## src/rtl/ahb_gpio_arbiter.sv

```systemverilog
// Two-requester AHB-Lite master front-end for the GPIO slave.
// Round-robin grant, one transfer at a time (address phase, then data phase with
// wait states), data-phase timeout, read data return.
// Optional: define AHB_GPIO_ARB_PARITY_EN to flag PARITYERR on completing reads via ERR.
module ahb_gpio_arbiter #(
  parameter logic [31:0] GPIO_BASE = 32'h0000_0000,
  parameter int unsigned TIMEOUT   = 16
) (
  input  logic        HCLK,
  input  logic        HRESETn,
  input  logic [1:0]  REQ,
  input  logic [1:0]  WE,
  input  logic [1:0]  DIRSEL,
  input  logic [15:0] WDATA0,
  input  logic [15:0] WDATA1,
  output logic [1:0]  GNT,
  output logic [1:0]  DONE,
  output logic [15:0] RDATA,
  output logic        ERR,
  output logic        HSEL,
  output logic [1:0]  HTRANS,
  output logic [31:0] HADDR,
  output logic        HWRITE,
  output logic [31:0] HWDATA,
  output logic        HREADY,
  input  logic        HREADYOUT,
  input  logic [31:0] HRDATA,
  input  logic        PARITYERR
);

  localparam logic [7:0] TimeoutCnt = 8'(TIMEOUT);

  typedef enum logic [1:0] {StIdle, StAddr, StData} state_e;

  state_e      state_q, state_d;
  logic        win_q;      // requester being served (arbitrated in IDLE)
  logic        last_q;     // requester granted most recently
  logic        cmd_we_q;
  logic        cmd_dir_q;
  logic [15:0] wdata_q;
  logic [7:0]  wait_q;
  logic [1:0]  done_q;
  logic        err_q;
  logic [15:0] rdata_q;

  logic        addr_ok;
  logic        complete;
  logic        timeout;
  logic        par_err;

  // A grant only happens if the winner still requests in the address cycle.
  assign addr_ok  = (state_q == StAddr) && REQ[win_q];
  assign complete = (state_q == StData) && HREADYOUT;
  assign timeout  = (state_q == StData) && !HREADYOUT && ((wait_q + 8'd1) == TimeoutCnt);

`ifdef AHB_GPIO_ARB_PARITY_EN
  assign par_err = complete && !cmd_we_q && PARITYERR;
  logic unused_hrdata;
  assign unused_hrdata = ^HRDATA[31:16];
`else
  assign par_err = 1'b0;
  logic unused_inputs;
  assign unused_inputs = ^{HRDATA[31:16], PARITYERR};
`endif

  // State register.
  always_ff @(posedge HCLK or negedge HRESETn) begin
    if (!HRESETn) begin
      state_q <= StIdle;
    end else begin
      state_q <= state_d;
    end
  end

  // Next-state logic.
  always_comb begin
    state_d = state_q;
    unique case (state_q)
      StIdle:  if (|REQ) state_d = StAddr;
      StAddr:  state_d = REQ[win_q] ? StData : StIdle;
      StData:  if (HREADYOUT || timeout) state_d = StIdle;
      default: state_d = StIdle;
    endcase
  end

  // Arbitration, command latch, wait counter and completion status.
  always_ff @(posedge HCLK or negedge HRESETn) begin
    if (!HRESETn) begin
      win_q     <= 1'b0;
      last_q    <= 1'b1;
      cmd_we_q  <= 1'b0;
      cmd_dir_q <= 1'b0;
      wdata_q   <= '0;
      wait_q    <= '0;
      done_q    <= '0;
      err_q     <= 1'b0;
      rdata_q   <= '0;
    end else begin
      if ((state_q == StIdle) && (|REQ)) begin
        // On a tie, favour the requester not granted last.
        win_q <= (REQ == 2'b11) ? ~last_q : REQ[1];
      end
      if (addr_ok) begin
        last_q    <= win_q;
        cmd_we_q  <= WE[win_q];
        cmd_dir_q <= DIRSEL[win_q];
        wdata_q   <= win_q ? WDATA1 : WDATA0;
        wait_q    <= '0;
      end else if ((state_q == StData) && !HREADYOUT) begin
        wait_q <= wait_q + 8'd1;
      end
      done_q <= '0;
      err_q  <= 1'b0;
      if (complete || timeout) begin
        done_q <= win_q ? 2'b10 : 2'b01;
        err_q  <= timeout | par_err;
      end
      if (complete && !cmd_we_q) begin
        rdata_q <= HRDATA[15:0];
      end
    end
  end

  // Bus outputs decoded from state and the latched command.
  always_comb begin
    GNT    = '0;
    HSEL   = 1'b0;
    HTRANS = 2'b00;
    HADDR  = '0;
    HWRITE = 1'b0;
    HWDATA = '0;
    if (addr_ok) begin
      GNT    = win_q ? 2'b10 : 2'b01;
      HSEL   = 1'b1;
      HTRANS = 2'b10;
      HADDR  = GPIO_BASE + (DIRSEL[win_q] ? 32'd4 : 32'd0);
      HWRITE = WE[win_q];
    end
    if ((state_q == StData) && cmd_we_q) begin
      // Direction writes replicate bit 0 across all pins.
      HWDATA = cmd_dir_q ? (wdata_q[0] ? 32'hFFFF_FFFF : 32'h0000_0000) : {16'h0000, wdata_q};
    end
  end

  assign DONE   = done_q;
  assign ERR    = err_q;
  assign RDATA  = rdata_q;
  assign HREADY = HREADYOUT;

endmodule

```

## config.mk

```make
export PLATFORM = sky130hd
export DESIGN_NAME = ahb_gpio_arbiter
export DESIGN_NICKNAME = d
export VERILOG_FILES = /design/src/rtl/ahb_gpio_arbiter.sv
export SDC_FILE = /design/constraint.sdc
export NUM_CORES = 1
export LEC_CHECK = 0
export CORE_ASPECT_RATIO = 0.6
export CORE_MARGIN = 2
export CORE_UTILIZATION = 24
export DETAILED_ROUTE_END_ITERATION = 8
export GPL_TIMING_DRIVEN = 0
export PLACE_DENSITY = 0.66
export SLEW_MARGIN = 20
export SYNTH_ARGS = -nofsm -noshare
export SYNTH_HDL_FRONTEND = slang
export SYNTH_SLANG_ARGS = --single-unit
```

## constraint.sdc

```tcl
create_clock -name HCLK -period 2.6 [get_ports HCLK]
set_input_delay 0.65 -clock HCLK [delete_from_list [all_inputs] [get_ports HCLK]]
set_output_delay 0.65 -clock HCLK [all_outputs]
set_load 0.02 [all_outputs]
```

==> impl_metrics.sql, run 1 <==
INSERT INTO impl_metrics (metric_group, metric, value, unit) VALUES
('sta', 'finalCritPeriodShare', '97.4', '%'),
('synth', 'syn-instance-count', '282', ''),
('global_routing', 'overall_global_routing_resource_usage', '12.9', '%'),
('cts', 'clock_input_transition_at_the_sequential_cells_of_the_worst_setup_and_hold_paths', '0.06', 'ns'),
('synth', 'syn_avg_cell_area', '9.73', 'sq um'),
('sta', 'setup_violations', '0', ''),
('route', 'route.detailed.wl_per_inst', '13.4', 'microns'),
('cts', 'postCtsHoldBufs', '0', ''),
('route', 'drcViolationCount', '0', ''),
('floorplan', 'core', '11200', 'sq um'),
('sta', 'rsz_0062_raised_after_global_routing', 'false', ''),
('sta', 'timing_worst_slew_pin_value', '0.649', 'ns'),
('placed_design', 'preCtsSetupSlack', '-0.843', 'ns'),
('global_routing', 'grt_first_pass_wirelength', '12500', 'microns'),
('flow_run', 'cap_violations', '0', ''),
('placed_design', 'dp_wirelength', '5970', 'microns'),
('cts', 'cts-root-buf', 'clkbuf_16', ''),
('floorplan', 'die-width', '142', 'microns'),
('sta', 'slew-limit-headroom', '56.8', '%'),
('layout', 'summed_area_of_non_filler_cells_in_the_final_layout', '4450', 'sq um'),
('route', 'routed_wirelength', '7870', 'microns'),
('power_and_ir_drop', 'pwr_density', '821', 'nW/um^2'),
('critical_path', 'cp_slowest_cell', 'dlygate4sd2_1', ''),
('critical_path', 'path_common_cell', 'dlygate4sd2_1', ''),
('sta', 'finClkSkew', '0.00667', 'ns'),
('layout', 'antenna_diode_instance_count', '0', ''),
('placed_design', 'postPlaceCellArea', '4180', 'sq um'),
('route', 'detail_route.first_pass.iterations', '4', ''),
('synth', 'synth_warnings', '0', ''),
('synth', 'async_flop_share', '100', '%'),
('floorplan', 'die_h', '86.8', 'microns'),
('outcome', 'status', 'finished clean', ''),
('floorplan', 'start_util', '24.4', '%'),
('route', 'dr_total_vias', '2401', ''),
('power_and_ir_drop', 'cellLeakagePower', '2.21', 'nW'),
('route', 'ant_nets', '0', ''),
('floorplan', 'area_of_the_die', '12300', 'sq um'),
('layout', 'drive_gt1_share', '29.1', '%'),
('cts', 'clock_path_buffers', '2', ''),
('global_routing', 'globalRoute.totalOverflow', '0', ''),
('cts', 'clkSinkCount', '49', ''),
('sta', 'totalNegativeSetupSlack', '0', 'ns'),
('route', 'route.detailed.vias_per_inst', '4.09', ''),
('sta', 'post_route_hold_slack', '0.387', 'ns'),
('layout', 'area_overhead_of_the_layout_relative_to_synthesis', '62.2', '%'),
('floorplan', 'rows', '30', ''),
('critical_path', 'worst-endpoint-arrival', '1.88', 'ns'),
('critical_path', 'crit_path_max_fanout', '10', ''),
('cts', 'htreeDepth', '2', ''),
('critical_path', 'crit_path_start_kind', 'primary input', ''),
('synth', 'yosys.cell_types.count', '46', ''),
('synth', 'synth_seq_cells', '49', ''),
('placed_design', 'i_o_buffers', '114', ''),
('cts', 'cts_inserted_buffers', '5', ''),
('layout', 'layout_commonest_cell', 'clkdlybuf4s50_1', ''),
('cts', 'tritoncts', 'yes', ''),
('critical_path', 'worst-r2r-cell-count', '5', ''),
('synth', 'synth_area', '2740', 'sq um'),
('synth', 'synth_top_area_cell', 'dfrtp_1', ''),
('placed_design', 'routabilityCongestion', '0.732', ''),
('global_routing', 'antenna_found_initial', '0', ''),
('synth', 'synth_top_area_share', '43.8', '%'),
('floorplan', 'top_level_pins', '164', ''),
('critical_path', 'sum_of_buffers_and_inverters_on_the_critical_path', '3', ''),
('critical_path', 'worst_ep_required_time', '1.95', 'ns'),
('cts', 'clock_network_latency_to_the_later_pin_of_the_worst_skew_pair', '0.29', 'ns'),
('sta', 'layout_min_cycle_time', '2.53', 'ns'),
('worst_hold_path', 'hold_path.class', 'primary input to asynchronous set/reset pin', ''),
('sta', 'setup_slack', '0.0667', 'ns'),
('critical_path', 'critical-path-max-stage-delay', '0.37', 'ns'),
('global_routing', 'grt_pass1_vias', '2493', '');
## logic make-up (layout without fill, tap and decap cells)
group	after synthesis	count (layout)	synth area share [%]
xor+xnor	1	1	0.319
fa+ha+maj	2	2	0.912
compound gates	47	47	11.9
other cells	1	32	0.137
mux	17	17	8.48
flops	49	49	44.7
simple gates	98	98	16.7
buf+inv	67	197	16.8
## flip-flops by register name, summed over array words and instances, names as in the netlist
name,flops
DONE,2
ERR,1
RDATA,16
cmd_dir_q,1
cmd_we_q,1
last_q,1
state_q,2
wait_q,8
wdata_q,16
win_q,1
## power by group
part	switching, W	total [W]	internal (W)
clock network	0.000284	0.000765	0.000481
registers	0.000222	0.00129	0.00107
logic	0.000762	0.00160	0.000835
total	0.00127	0.00365	0.00239
## metrics by stage
stage,utilization (%),std cells
final,39.7,587
after global routing,39.7,587
after CTS,39.7,585
after detailed placement,37.2,571
after global placement,37.3,571
after floorplan,-,313
## layer usage
metal / share of wire (%) / track usage, %
met5: 0 / 0
met4: 0.95 / 2.82
met3: 6.8 / 4.53
met2: 46 / 20.8
met1: 47 / 16.7
## worst register-to-register path: cells and delay by family, from the launching register on
kind / cells / cell delay, ns
AOI/OAI and AO/OA: 3 / 0.57
buffers and inverters: 1 / 0.15
DFF: 1 / 0.46
and+or+nand+nor: 1 / 0.46
## synth_stat cells, types with 2 or more instances
cell      instances
and3b_1           2
buf_4            49
ha_1              2
clkbuf_1          3
mux2_2            6
nand3_1           5
dfrtp_1          48
a222oi_1          2
o21ai_0           9
a22o_1            2
buf_2             6
and3_1            2
mux2_4           11
a21oi_1           6
nor2_1            7
inv_1             6
o21a_1            3
a22oi_1          16
nand2_1          69
o41ai_1           2
## final cells by class
class | count | area, sq um
fillers | 1074 | 6770
flip-flops and latches | 49 | 1230
repair buffers | 123 | 1190
multi-input cells | 197 | 1190
plain buffers | 58 | 452
well taps | 144 | 180
clock buffers | 7 | 143
clock inverters | 1 | 30.0
inverters | 7 | 30.0
repair inverters | 1 | 7.51
## final timing paths
check                           slack, ns         end        from
worst max register to register       0.84   wait_q[2]  state_q[0]
worst min register to register       0.49   wait_q[7]   wait_q[7]
max in group asynchronous            1.74  state_q[0]     HRESETn
min in group HCLK                    0.49   wait_q[7]   wait_q[7]
worst min-delay path                 0.39    RDATA[6]     HRESETn
worst max-delay path                 0.07      GNT[0]      REQ[0]
## timing repair
action	CTS	global route
gates resized for setup	103	9
endpoints found under the setup margin	38	28
cloned	1	0
pin swaps	2	0
buffers inserted	6	3
(Power assumes the default switching activity.)
==> inputs of run 2 (changes only) <==
- CAP_MARGIN: unset -> 20
==> results of run 2 <==
Final layout, timing and power as in run 1 (identical DEF).
==> inputs of run 3 (changes only) <==
- CORE_MARGIN: 2 -> unset
- CORE_UTILIZATION: 24 -> 38
- PLACE_DENSITY: 0.66 -> 0.91
- clock period: 2.6 -> 2.5 ns (I/O delays scaled with it)
==> impl_metrics.sql, run 3 (synthesized netlist as in run 1, its figures left out) <==
INSERT INTO impl_metrics (metric_group, metric, value, unit) VALUES
('layout', 'area_overhead_of_the_layout_relative_to_synthesis', '57.2', '%'),
('critical_path', 'timing.reg2reg.setup_slack', '0.73', 'ns'),
('power_and_ir_drop', 'power_frac_clock', '20.3', '%'),
('power_and_ir_drop', 'cellLeakagePower', '2.26', 'nW'),
('layout', 'antenna_diode_instance_count', '0', ''),
('cts', 'clkSinkCount', '49', ''),
('route', 'routed_wirelength', '7580', 'microns'),
('critical_path', 'worstSetupEndpointType', 'output pin', ''),
('critical_path', 'setup.worst_path.start', 'state_q[0]', ''),
('worst_hold_path', 'hold_path.class', 'primary input to asynchronous set/reset pin', ''),
('cts', 'clock_path_buffers', '2', ''),
('layout', 'fillers', '573', ''),
('cts', 'clock_input_transition_at_the_sequential_cells_of_the_worst_setup_and_hold_paths', '0.07', 'ns'),
('route', 'dr_total_vias', '2453', ''),
('layout', 'drive_gt1_share', '30.5', '%'),
('placed_design', 'dp_wirelength', '5780', 'microns'),
('outcome', 'violations', 'design-rule violations', ''),
('layout', 'fin_util', '63.2', '%'),
('critical_path', 'sum_of_buffers_and_inverters_on_the_critical_path', '3', ''),
('power_and_ir_drop', 'power.combinational.fraction', '44.5', '%'),
('global_routing', 'grt_first_pass_wirelength', '11500', 'microns'),
('sta', 'timing_hold_violations_final', '0', ''),
('power_and_ir_drop', 'power.total', '0.00382', 'W'),
('critical_path', 'cp_slowest_cell', 'dfrtp_2', ''),
('sta', 'max_freq', '409', 'MHz'),
('power_and_ir_drop', 'power_switching', '0.00135', 'W'),
('critical_path', 'critical_path_class', 'register to output pin', ''),
('power_and_ir_drop', 'peak_supply_drop', '787', 'uV'),
('layout', 'layout_commonest_cell', 'clkdlybuf4s50_1', ''),
('sta', 'rsz_0062_raised_after_global_routing', 'false', ''),
('global_routing', 'overall_global_routing_resource_usage', '19.8', '%'),
('critical_path', 'worst-endpoint-arrival', '1.82', 'ns'),
('flow_run', 'cap_violations', '0', ''),
('sta', 'layout_min_cycle_time', '2.45', 'ns'),
('cts', 'tritoncts', 'yes', ''),
('floorplan', 'die-width', '112', 'microns'),
('power_and_ir_drop', 'sw_frac_of_total', '35.3', '%'),
('critical_path', 'worst_ep_required_time', '1.88', 'ns'),
('global_routing', 'grt_pass1_vias', '2308', ''),
('critical_path', 'endpoint', 'HWDATA[13]', ''),
('floorplan', 'top_level_pins', '164', ''),
('floorplan', 'die_h', '67.8', 'microns'),
('floorplan', 'rows', '23', ''),
('cts', 'cts_inserted_buffers', '5', ''),
('floorplan', 'start_util', '40.2', '%'),
('global_routing', 'grt_max_degree', '26', ''),
('layout', 'final_nets', '521', ''),
('layout', 'mostFrequentLayoutCells', 'clkdlybuf4s50_1 (73), nand2_1 (68), buf_4 (64)', ''),
('sta', 'finClkSkew', '0.00409', 'ns'),
('layout', 'area.sequential', '1230', 'sq um'),
('cts', 'postCtsHoldBufs', '0', ''),
('critical_path', 'critical_path.reg2reg.startpoint', 'wait_q[0]', ''),
('sta', 'finalCritPeriodShare', '97.8', '%'),
('sta', 'timing_worst_slew_pin_value', '0.577', 'ns'),
('placed_design', 'routabilityCongestion', '0.875', ''),
('power_and_ir_drop', 'pwr_density', '885', 'nW/um^2'),
('critical_path', 'cp_num_cells', '7', ''),
('critical_path', 'crit_path_start_kind', 'register', ''),
('critical_path', 'crit_path_max_fanout', '7', ''),
('floorplan', 'area_of_the_die', '7580', 'sq um'),
('global_routing', 'antenna_found_initial', '0', ''),
('placed_design', 'i_o_buffers', '114', ''),
('route', 'detail_route.first_pass.iterations', '7', ''),
('critical_path', 'rr_endpoint', 'DONE[0]', ''),
('critical_path', 'critical-path-max-stage-delay', '0.44', 'ns'),
('layout', 'area_used_by_multi_input_combinational_logic', '1200', 'sq um'),
('critical_path', 'critical_path.cell_chain', 'nor2b_4 -> and3_4 -> nand2_4 -> buf_8 -> buf_4 -> nand2_1 -> clkdlybuf4s15_1', ''),
('route', 'detailedRoute.firstIterationViolations', '149', ''),
('cts', 'clock_network_latency_to_the_later_pin_of_the_worst_skew_pair', '0.28', 'ns'),
('route', 'route.detailed.wl_per_inst', '14.2', 'microns'),
('sta', 'slew-limit-headroom', '61.5', '%'),
('critical_path', 'critical-path-top-delay-family', 'buffers and inverters', ''),
('route', 'ant_nets', '0', ''),
('floorplan', 'core', '6820', 'sq um'),
('power_and_ir_drop', 'intPower', '0.00247', 'W'),
('cts', 'htreeDepth', '2', ''),
('cts', 'cts-root-buf', 'clkbuf_16', ''),
('route', 'route.detailed.vias_per_inst', '4.60', ''),
('route', 'drcViolationCount', '7', ''),
('power_and_ir_drop', 'sequential_fraction_of_design_power', '35.2', '%'),
('sta', 'pins_over_slew_limit', '0', ''),
('global_routing', 'globalRoute.totalOverflow', '0', ''),
('critical_path', 'worst-r2r-cell-count', '5', ''),
('sta', 'setup_violations', '0', ''),
('outcome', 'status', 'complete, but fails checks', '');
==> run 3: changes by cell type in the layout (fill, tap and decap cells not counted), moves of 3 or more <==
cell / previous run / this run
buf_2: 4 / 19
clkdlybuf4s15_1: 5 / 2
buf_4: 61 / 64
clkdlybuf4s15_2: 16 / 2
==> run 3: final cells by class <==
cell class,instances,area share (%)
plain buffers,58,10.6
repair buffers,127,26.0
clock inverters,3,1.02
flip-flops and latches,49,28.5
clock buffers,5,2.90
well taps,87,2.52
inverters,7,0.696
multi-input cells,197,27.9
==> run 3: worst register-to-register path, cell delays in order, from the launching register on <==
cell and delay (ns):
dfrtp_1 0.43, ha_1 0.28, o21ai_0 0.18, a2bb2oi_1 0.20, o211ai_1 0.26, a211oi_1 0.33
==> run 3: per-stage QoR <==
stage | cell area, sq um | hold slack (ns) | setup TNS [ns] | cells | setup slack [ns]
floorplan | 2860 | 0.329 | 0 | 313 | 0.0493
detailed placement | 4130 | 0.484 | -14.94 | 515 | -0.824
finish | 4310 | 0.330 | 0 | 533 | 0.0544
global placement | 4110 | 0.471 | -40.88 | 514 | -0.785
CTS | 4330 | 0.344 | 0 | 528 | 0.00602
global route | 4310 | 0.368 | 0 | 533 | 0.000270
==> run 3: routing by layer <==
| layer | share of wire, % | track usage (%) |
|---|---|---|
| met5 | 0 | 0 |
| met4 | 0.38 | 4.39 |
| met3 | 8.9 | 5.85 |
| met2 | 49 | 36.2 |
| met1 | 42 | 23.6 |
==> run 3: worst min path at each step <==
| stage | cells past startpoint | slack, ns | endpoint | start |
|---|---|---|---|---|
| after floorplan | 0 | 0.33 | DONE[0] | HRESETn |
| after global placement | 1 | 0.47 | wait_q[7] | wait_q[7] |
| after detailed placement | 1 | 0.48 | wait_q[7] | wait_q[7] |
| after CTS | 1 | 0.34 | RDATA[0] | HRESETn |
| after global routing | 1 | 0.37 | RDATA[9] | HRESETn |
| final | 1 | 0.33 | RDATA[9] | HRESETn |
==> run 3: what timing repair did <==
action | CTS | global route
buffers inserted | 7 | 5
setup endpoints to repair | 38 | 29
gates resized for setup | 109 | 20
cloned | 0 | 0
pin swaps | 1 | 0
hold endpoints to repair | 0 | 0
==> run 3: power by group through the flow <==
stage | clock network, W | registers (W) | logic [W]
floorplan | 0 | 0.00146 | 0.000847
global placement | 0 | 0.00133 | 0.00160
detailed placement | 0 | 0.00135 | 0.00166
CTS | 0.000785 | 0.00134 | 0.00168
global route | 0.000822 | 0.00138 | 0.00183
finish | 0.000774 | 0.00134 | 0.00170
